===== src/rtl/fns_decoder_5_4_pkg.sv =====
// rtl/fns_decoder_5_4_pkg.sv - shared constants and helpers for the FNS 5-to-4 decoder
package fns_decoder_5_4_pkg;

  // Codeword geometry: 9 TSVs, split into a 5-bit lo slice and a 4-bit hi slice.
  localparam int NUM_TSV = 9;
  localparam int LO_BITS = 5;
  localparam int HI_BITS = NUM_TSV - LO_BITS;

  // Data and weight widths (BLEN_05 / FNSLEN_06 of the shared Fibonacci header).
  localparam int BLEN_05   = 7;
  localparam int FNSLEN_06 = 6;

  // Reference FNS weight set for code bits 1..8 (bit 0 weight is 1).
  localparam int FNS_REF_02 = 2;
  localparam int FNS_REF_03 = 3;
  localparam int FNS_REF_04 = 5;
  localparam int FNS_REF_05 = 8;
  localparam int FNS_REF_06 = 13;
  localparam int FNS_REF_07 = 21;
  localparam int FNS_REF_08 = 34;
  localparam int FNS_REF_09 = 55;

  // Two adjacent set bits can never come out of the greedy encoder.
  function automatic logic has_adjacent_ones(input logic [NUM_TSV-1:0] m);
    return |(m[NUM_TSV-1:1] & m[NUM_TSV-2:0]);
  endfunction

endpackage


===== src/rtl/fns_decoder_5_4_wsum_lane.sv =====
// rtl/fns_decoder_5_4_wsum_lane.sv - masked weighted adder over an N-bit codeword slice
module fns_wsum_lane
  import fns_decoder_5_4_pkg::*;
#(
  parameter int N  = LO_BITS,
  parameter int WW = FNSLEN_06,
  parameter int OW = BLEN_05 + 1
) (
  input  logic [N-1:0]    bits,
  input  logic [N*WW-1:0] weights,
  output logic [OW-1:0]   sum
);

  // Accumulate the weight of every set (already masked) bit.
  always_comb begin
    sum = '0;
    for (int i = 0; i < N; i++) begin
      if (bits[i]) begin
        sum = sum + OW'(weights[i*WW +: WW]);
      end
    end
  end

endmodule


===== src/rtl/fns_decoder_5_4.sv =====
// rtl/fns_decoder_5_4.sv - two-stage FNS codeword decoder; optional range check via DEC_RANGE_CHK_EN
module fns_decoder_5_4
  import fns_decoder_5_4_pkg::*;
#(
  parameter int DW = BLEN_05,
  parameter int WW = FNSLEN_06
) (
  input  logic                 clock,
  input  logic                 reset_n,
  input  logic [NUM_TSV-1:0]   code_in,
  input  logic [NUM_TSV-1:0]   en_flag,
  input  logic                 in_valid,
  output logic                 in_ready,
  input  logic [WW-1:0]        FNS02,
  input  logic [WW-1:0]        FNS03,
  input  logic [WW-1:0]        FNS04,
  input  logic [WW-1:0]        FNS05,
  input  logic [WW-1:0]        FNS06,
  input  logic [WW-1:0]        FNS07,
  input  logic [WW-1:0]        FNS08,
  input  logic [WW-1:0]        FNS09,
  output logic [DW-1:0]        data_out,
  output logic                 out_valid,
  input  logic                 out_ready,
  output logic                 out_err
);

  logic [NUM_TSV-1:0] m;
  logic [DW:0]        hi_sum;
  logic [DW:0]        lo_sum;
  logic [DW:0]        hi_q;
  logic [DW:0]        lo_q;
  logic [DW:0]        full_sum;
  logic               s1_valid;
  logic               adv2;
  logic               adv1;

  assign m        = code_in & en_flag;
  assign adv2     = !out_valid || out_ready;
  assign adv1     = !s1_valid || adv2;
  assign in_ready = adv1;
  assign full_sum = hi_q + lo_q;

  fns_wsum_lane #(.N(HI_BITS), .WW(WW), .OW(DW + 1)) u_hi (
    .bits    (m[NUM_TSV-1:LO_BITS]),
    .weights ({FNS09, FNS08, FNS07, FNS06}),
    .sum     (hi_sum)
  );

  fns_wsum_lane #(.N(LO_BITS), .WW(WW), .OW(DW + 1)) u_lo (
    .bits    (m[LO_BITS-1:0]),
    .weights ({FNS05, FNS04, FNS03, FNS02, WW'(1)}),
    .sum     (lo_sum)
  );

  // Stage 1: capture the masked partial sums when the stage is free to advance.
  always_ff @(posedge clock or negedge reset_n) begin
    if (!reset_n) begin
      s1_valid <= 1'b0;
      hi_q     <= '0;
      lo_q     <= '0;
    end else if (adv1) begin
      s1_valid <= in_valid;
      if (in_valid) begin
        hi_q <= hi_sum;
        lo_q <= lo_sum;
      end
    end
  end

  // Stage 2: combine partial sums into the output word; holds while stalled.
  always_ff @(posedge clock or negedge reset_n) begin
    if (!reset_n) begin
      out_valid <= 1'b0;
      data_out  <= '0;
    end else if (adv2) begin
      out_valid <= s1_valid;
      if (s1_valid) begin
        data_out <= full_sum[DW-1:0];
      end
    end
  end

`ifdef DEC_RANGE_CHK_EN
  logic s1_adj;

  // Stage 1 side of the range check: flag encoder-illegal adjacent ones.
  always_ff @(posedge clock or negedge reset_n) begin
    if (!reset_n) begin
      s1_adj <= 1'b0;
    end else if (adv1 && in_valid) begin
      s1_adj <= has_adjacent_ones(m);
    end
  end

  // Stage 2 side: error travels with its word, overflow when the sum reaches 2^DW.
  always_ff @(posedge clock or negedge reset_n) begin
    if (!reset_n) begin
      out_err <= 1'b0;
    end else if (adv2 && s1_valid) begin
      out_err <= full_sum[DW] || s1_adj;
    end
  end
`else
  logic unused_sum_msb;
  assign unused_sum_msb = full_sum[DW];
  assign out_err        = 1'b0;
`endif

endmodule


===== config.mk =====
export PLATFORM = sky130hd
export DESIGN_NAME = fns_decoder_5_4
export DESIGN_NICKNAME = d
export VERILOG_FILES = /design/src/rtl/fns_decoder_5_4_pkg.sv /design/src/rtl/fns_decoder_5_4_wsum_lane.sv /design/src/rtl/fns_decoder_5_4.sv
export SDC_FILE = /design/constraint.sdc
export NUM_CORES = 1
export LEC_CHECK = 0
export ABC_CLOCK_PERIOD_IN_PS = 2300
export BUFFER_PORTS_ARGS = -buffer_cell sky130_fd_sc_hd__buf_2
export CAP_MARGIN = 20
export CORE_MARGIN = 4
export CORE_UTILIZATION = 40
export CTS_CLUSTER_SIZE = 10
export DETAILED_ROUTE_END_ITERATION = 12
export GPL_ROUTABILITY_DRIVEN = 1
export PLACE_DENSITY_LB_ADDON = 0.08
export SLEW_MARGIN = 20
export SYNTH_ARGS = -nofsm -noshare
export SYNTH_HDL_FRONTEND = slang
export SYNTH_SLANG_ARGS = --single-unit

===== constraint.sdc =====
create_clock -name clock -period 2.3 [get_ports clock]
set_clock_uncertainty 0.2 [all_clocks]
set_input_delay 0.46 -clock clock [delete_from_list [all_inputs] [get_ports clock]]
set_output_delay 0.46 -clock clock [all_outputs]
set_load 0.02 [all_outputs]

==> impl_results.md <==
- Vias in the first global route: 3207
- CP startpoint kind: input pin
- Remaining Overflow, GRT: 0
- Final period util: 192%
- Crit. path cell count: 26
- First-pass GRT wire length: 13.9 mm
- Drt drc: 0
- Hold WC Path Type: input pin to flop
- Status: finished with violations
- CP max stage cell: ha_1
- Post-route minimum period: 4.41 ns
- IO Port Bufs: 78
- Worst Path Arrival: about 4.4 ns
- Synth warn: 0
- Clock buffer depth: 2
- DR iter-0 viols: 48
- PnR worst setup slack: -2.11 ns
- Average wire per cell in the routed design: 13.2 µm
- Max Slew Vio Count: 0
- Top_reg_cell synth: dfrtp_1
- Dpl ws: -2.52 ns
- Final setup fails: 13
- H-tree depth: 1
- Register bit total from synthesis: 23
- Async SR Flop Fraction: between 90% and 100%
- Synth Cell Area: between 3000 and 4000 µm²
- Fin. Hold Viols: 0
- Clock slew at reported path FFs: 0.07 ns
- CP Launch Point: code_in[0]
- Placeable core area: 7290 µm²
- Worst R2R Start: hi_q[0]$_DFFE_PN0P_
- CP Max Fanout: 3
- Pre-Repair DR Iteration Count: 4
- Inst Count DP: about 610
- End of the critical path: lo_q[6]$_DFFE_PN0P_
- Pwr/cell area: roughly 480 nW/µm²
- RePlAce Congestion: 0.894
- Mean Syn Cell Area: 8.29 µm²
- Cell family contributing the most delay on the critical path: compound AO/OA/AOI/OAI gates
- R2R setup slack: 0.15 ns
- Via count: 3197
- Yosys cell types: between 40 and 50
- Max Clock Freq: 227 MHz
- Fill cells: about 640
- Setup tns final: -18.02 ns
- Antenna Violating Nets Remaining: 0
- Synth area leaders: dfrtp_1, ha_1, xnor2_1
- Worst-skew pair later-pin latency: approximately 0.26 ns
- Setup Crit Path Kind: input pin to flop
- Final HPWL from detailed placement: 6.85 mm
- FF-to-FF path depth: 10
- Initial Utilization: 41.2%
- Clk sink count: 23
- CTS tree: done
- Antenna diodes: 0
- Cells after synthesis: between 300 and 400
- R2r endpoint: data_out[6]$_DFFE_PN0P_
- Initial antenna violation count: 0
- Pin count of the biggest net entering global routing: 24
- MaxCap Viol Count: 0
- Layout cells sized above 1: 51.8%
- All-Layer GR Usage: around a fifth
- Area leader, netlist: dfrtp_1
- Via/cell ratio: 5.00
- Worst Path Buf+Inv: 4
- Post-synth EDFFs: 0
- WP data required: 2.25 ns
- Layout Cells excl Fill: 640
- RSZ-0062 raised after global routing: true
- Post-Syn Nets: just under 500
- CTS root buf: clkbuf_8
- Fin nets: 663
- Seq/Total Area, Yosys: 19.1%
- Number of buffers created by CTS: 3
- Die width: around 95 µm
- Failing checks: negative setup slack
- I/O Pins: 80
- Rows: 31
- Max incr delay on CP: 0.34 ns
- Die height: 94.7 µm
- Crit path capture type: flop
- Static leakage power: 2.42 nW
- Synth-to-Final Area Change: 63.4%
- Die area: 8970 µm²
- Synth top area share: between 10% and 20%
- WL final: between 8 and 9 mm
- VDD IR max: roughly 0.24 mV
-- cells in the mapped netlist (3+ instances only) --
cell,count
fa_1,7
a31oi_1,3
ha_1,44
nor2b_1,3
and3_1,4
clkbuf_1,7
nand3_1,4
nor2_1,27
xnor2_1,24
o2111ai_1,3
and2_1,4
o21a_1,3
inv_1,18
o21ai_0,33
mux2i_1,5
a211oi_1,10
nor3_1,6
a21oi_1,21
nand2_1,42
a21o_1,14
xor2_1,12
dfrtp_1,23
nand2b_1,5
mux2_2,12
o21bai_1,5
-- cells by family (layout without fill, tap and decap cells) --
| group | after synthesis | after routing | share of synthesized area, % |
|---|---|---|---|
| other | 1 | 1 | 0.125 |
| multiplexers | 17 | 17 | 6.16 |
| buffers and inverters | 26 | 204 | 3.37 |
| flip-flops | 23 | 23 | 19.1 |
| XOR/XNOR | 36 | 36 | 10.5 |
| adder cells (fa/ha/maj) | 51 | 51 | 23.0 |
| AO/OA/AOI/OAI | 108 | 108 | 22.7 |
| AND/OR/NAND/NOR | 101 | 101 | 15.1 |
-- sequential cells by signal, indices dropped and copies added, names as in the netlist --
register   count
data_out       7
hi_q           7
lo_q           7
out_valid      1
s1_valid       1
-- per-layer routing --
metal  wire [µm]  GRT usage, %
met1        3560          23.0
met2        4500          36.3
met3         287          1.75
met4         127          3.61
met5           0             0
-- placed cells by master (no fill, tap or decap), drive strengths merged --
cell and instances:
buf 181, ha 44, nand2 42, o21ai 35, nor2 27, xnor2 24
dfrtp 23, a21oi 22, inv 18, a21o 15, xor2 12, mux2 12
a211oi 11, fa 7, nor3 6, and2 6, o21bai 5, nand2b 5
mux2i 5, nand3 4, and3 4, clkbuf 4, nor2b 3, o21a 3
a31oi 3, o2111ai 3, o211ai 2, o31ai 2, o22ai 2, a311oi 1
and4 1, a31o 1, or3 1, nand3b 1, o31a 1, nand4 1
a41oi 1, a222oi 1, conb 1, dlygate4sd3 1
-- metrics by stage --
stage	instance area, µm²	utilization (%)	hold WS, ns	power [mW]
finish	4920	67.4	0.208	2.36
global route	4920	67.4	0.233	2.55
CTS	4610	63.2	0.211	2.24
detailed placement	4220	57.8	0.254	1.86
global placement	4220	57.8	0.252	1.83
floorplan	3140	-	-0.0356	1.38
-- worst register-to-register path, stage by stage, from the launching register on --
cell and delay (ns):
dfrtp_1 0.40, ha_1 0.21, inv_1 0.07, fa_1 0.19, nor2b_1 0.05, o21ai_0 0.14
nand2b_1 0.11, a21o_1 0.21, a21oi_1 0.21, xnor2_1 0.13, o21ai_0 0.09
-- final cells by class --
cell class	count	area, µm²	area share (%)
Multi-Input combinational cell	314	2880	58.5
Tap cell	99	124	2.52
Clock buffer	4	45.0	0.916
Inverter	18	67.6	1.37
Sequential cell	23	576	11.7
Timing Repair Buffer	182	1230	25.0
-- worst min-delay path by stage --
stage                     startpoint                       to  slack, ns  cells after the start
after floorplan              reset_n  data_out[0]$_DFFE_PN0P_      -0.04                      0
after global placement       reset_n    out_valid$_DFFE_PN0P_       0.25                      1
after detailed placement     reset_n    out_valid$_DFFE_PN0P_       0.25                      1
after CTS                   in_valid     s1_valid$_DFFE_PN0N_       0.21                      2
after global routing        in_valid     s1_valid$_DFFE_PN0N_       0.23                      2
final                       in_valid     s1_valid$_DFFE_PN0N_       0.21                      2
-- report_power, final --
part / switching (mW) / leakage [nW] / internal (mW)
Clock: 0.119 / 0.0228 / 0.124
Sequential: 0.0665 / 0.287 / 0.518
Combinational: 0.726 / 2.11 / 0.806
Total: 0.912 / 2.42 / 1.45
-- repair_timing --
action,in CTS,in global routing
hold buffers,1,0
endpoints found under the hold margin,23,0
resized for setup,51,47
setup endpoints to repair,14,14
cloned,0,0
buffers inserted,19,7
pin swaps,50,45
(Power assumes the default switching activity.)
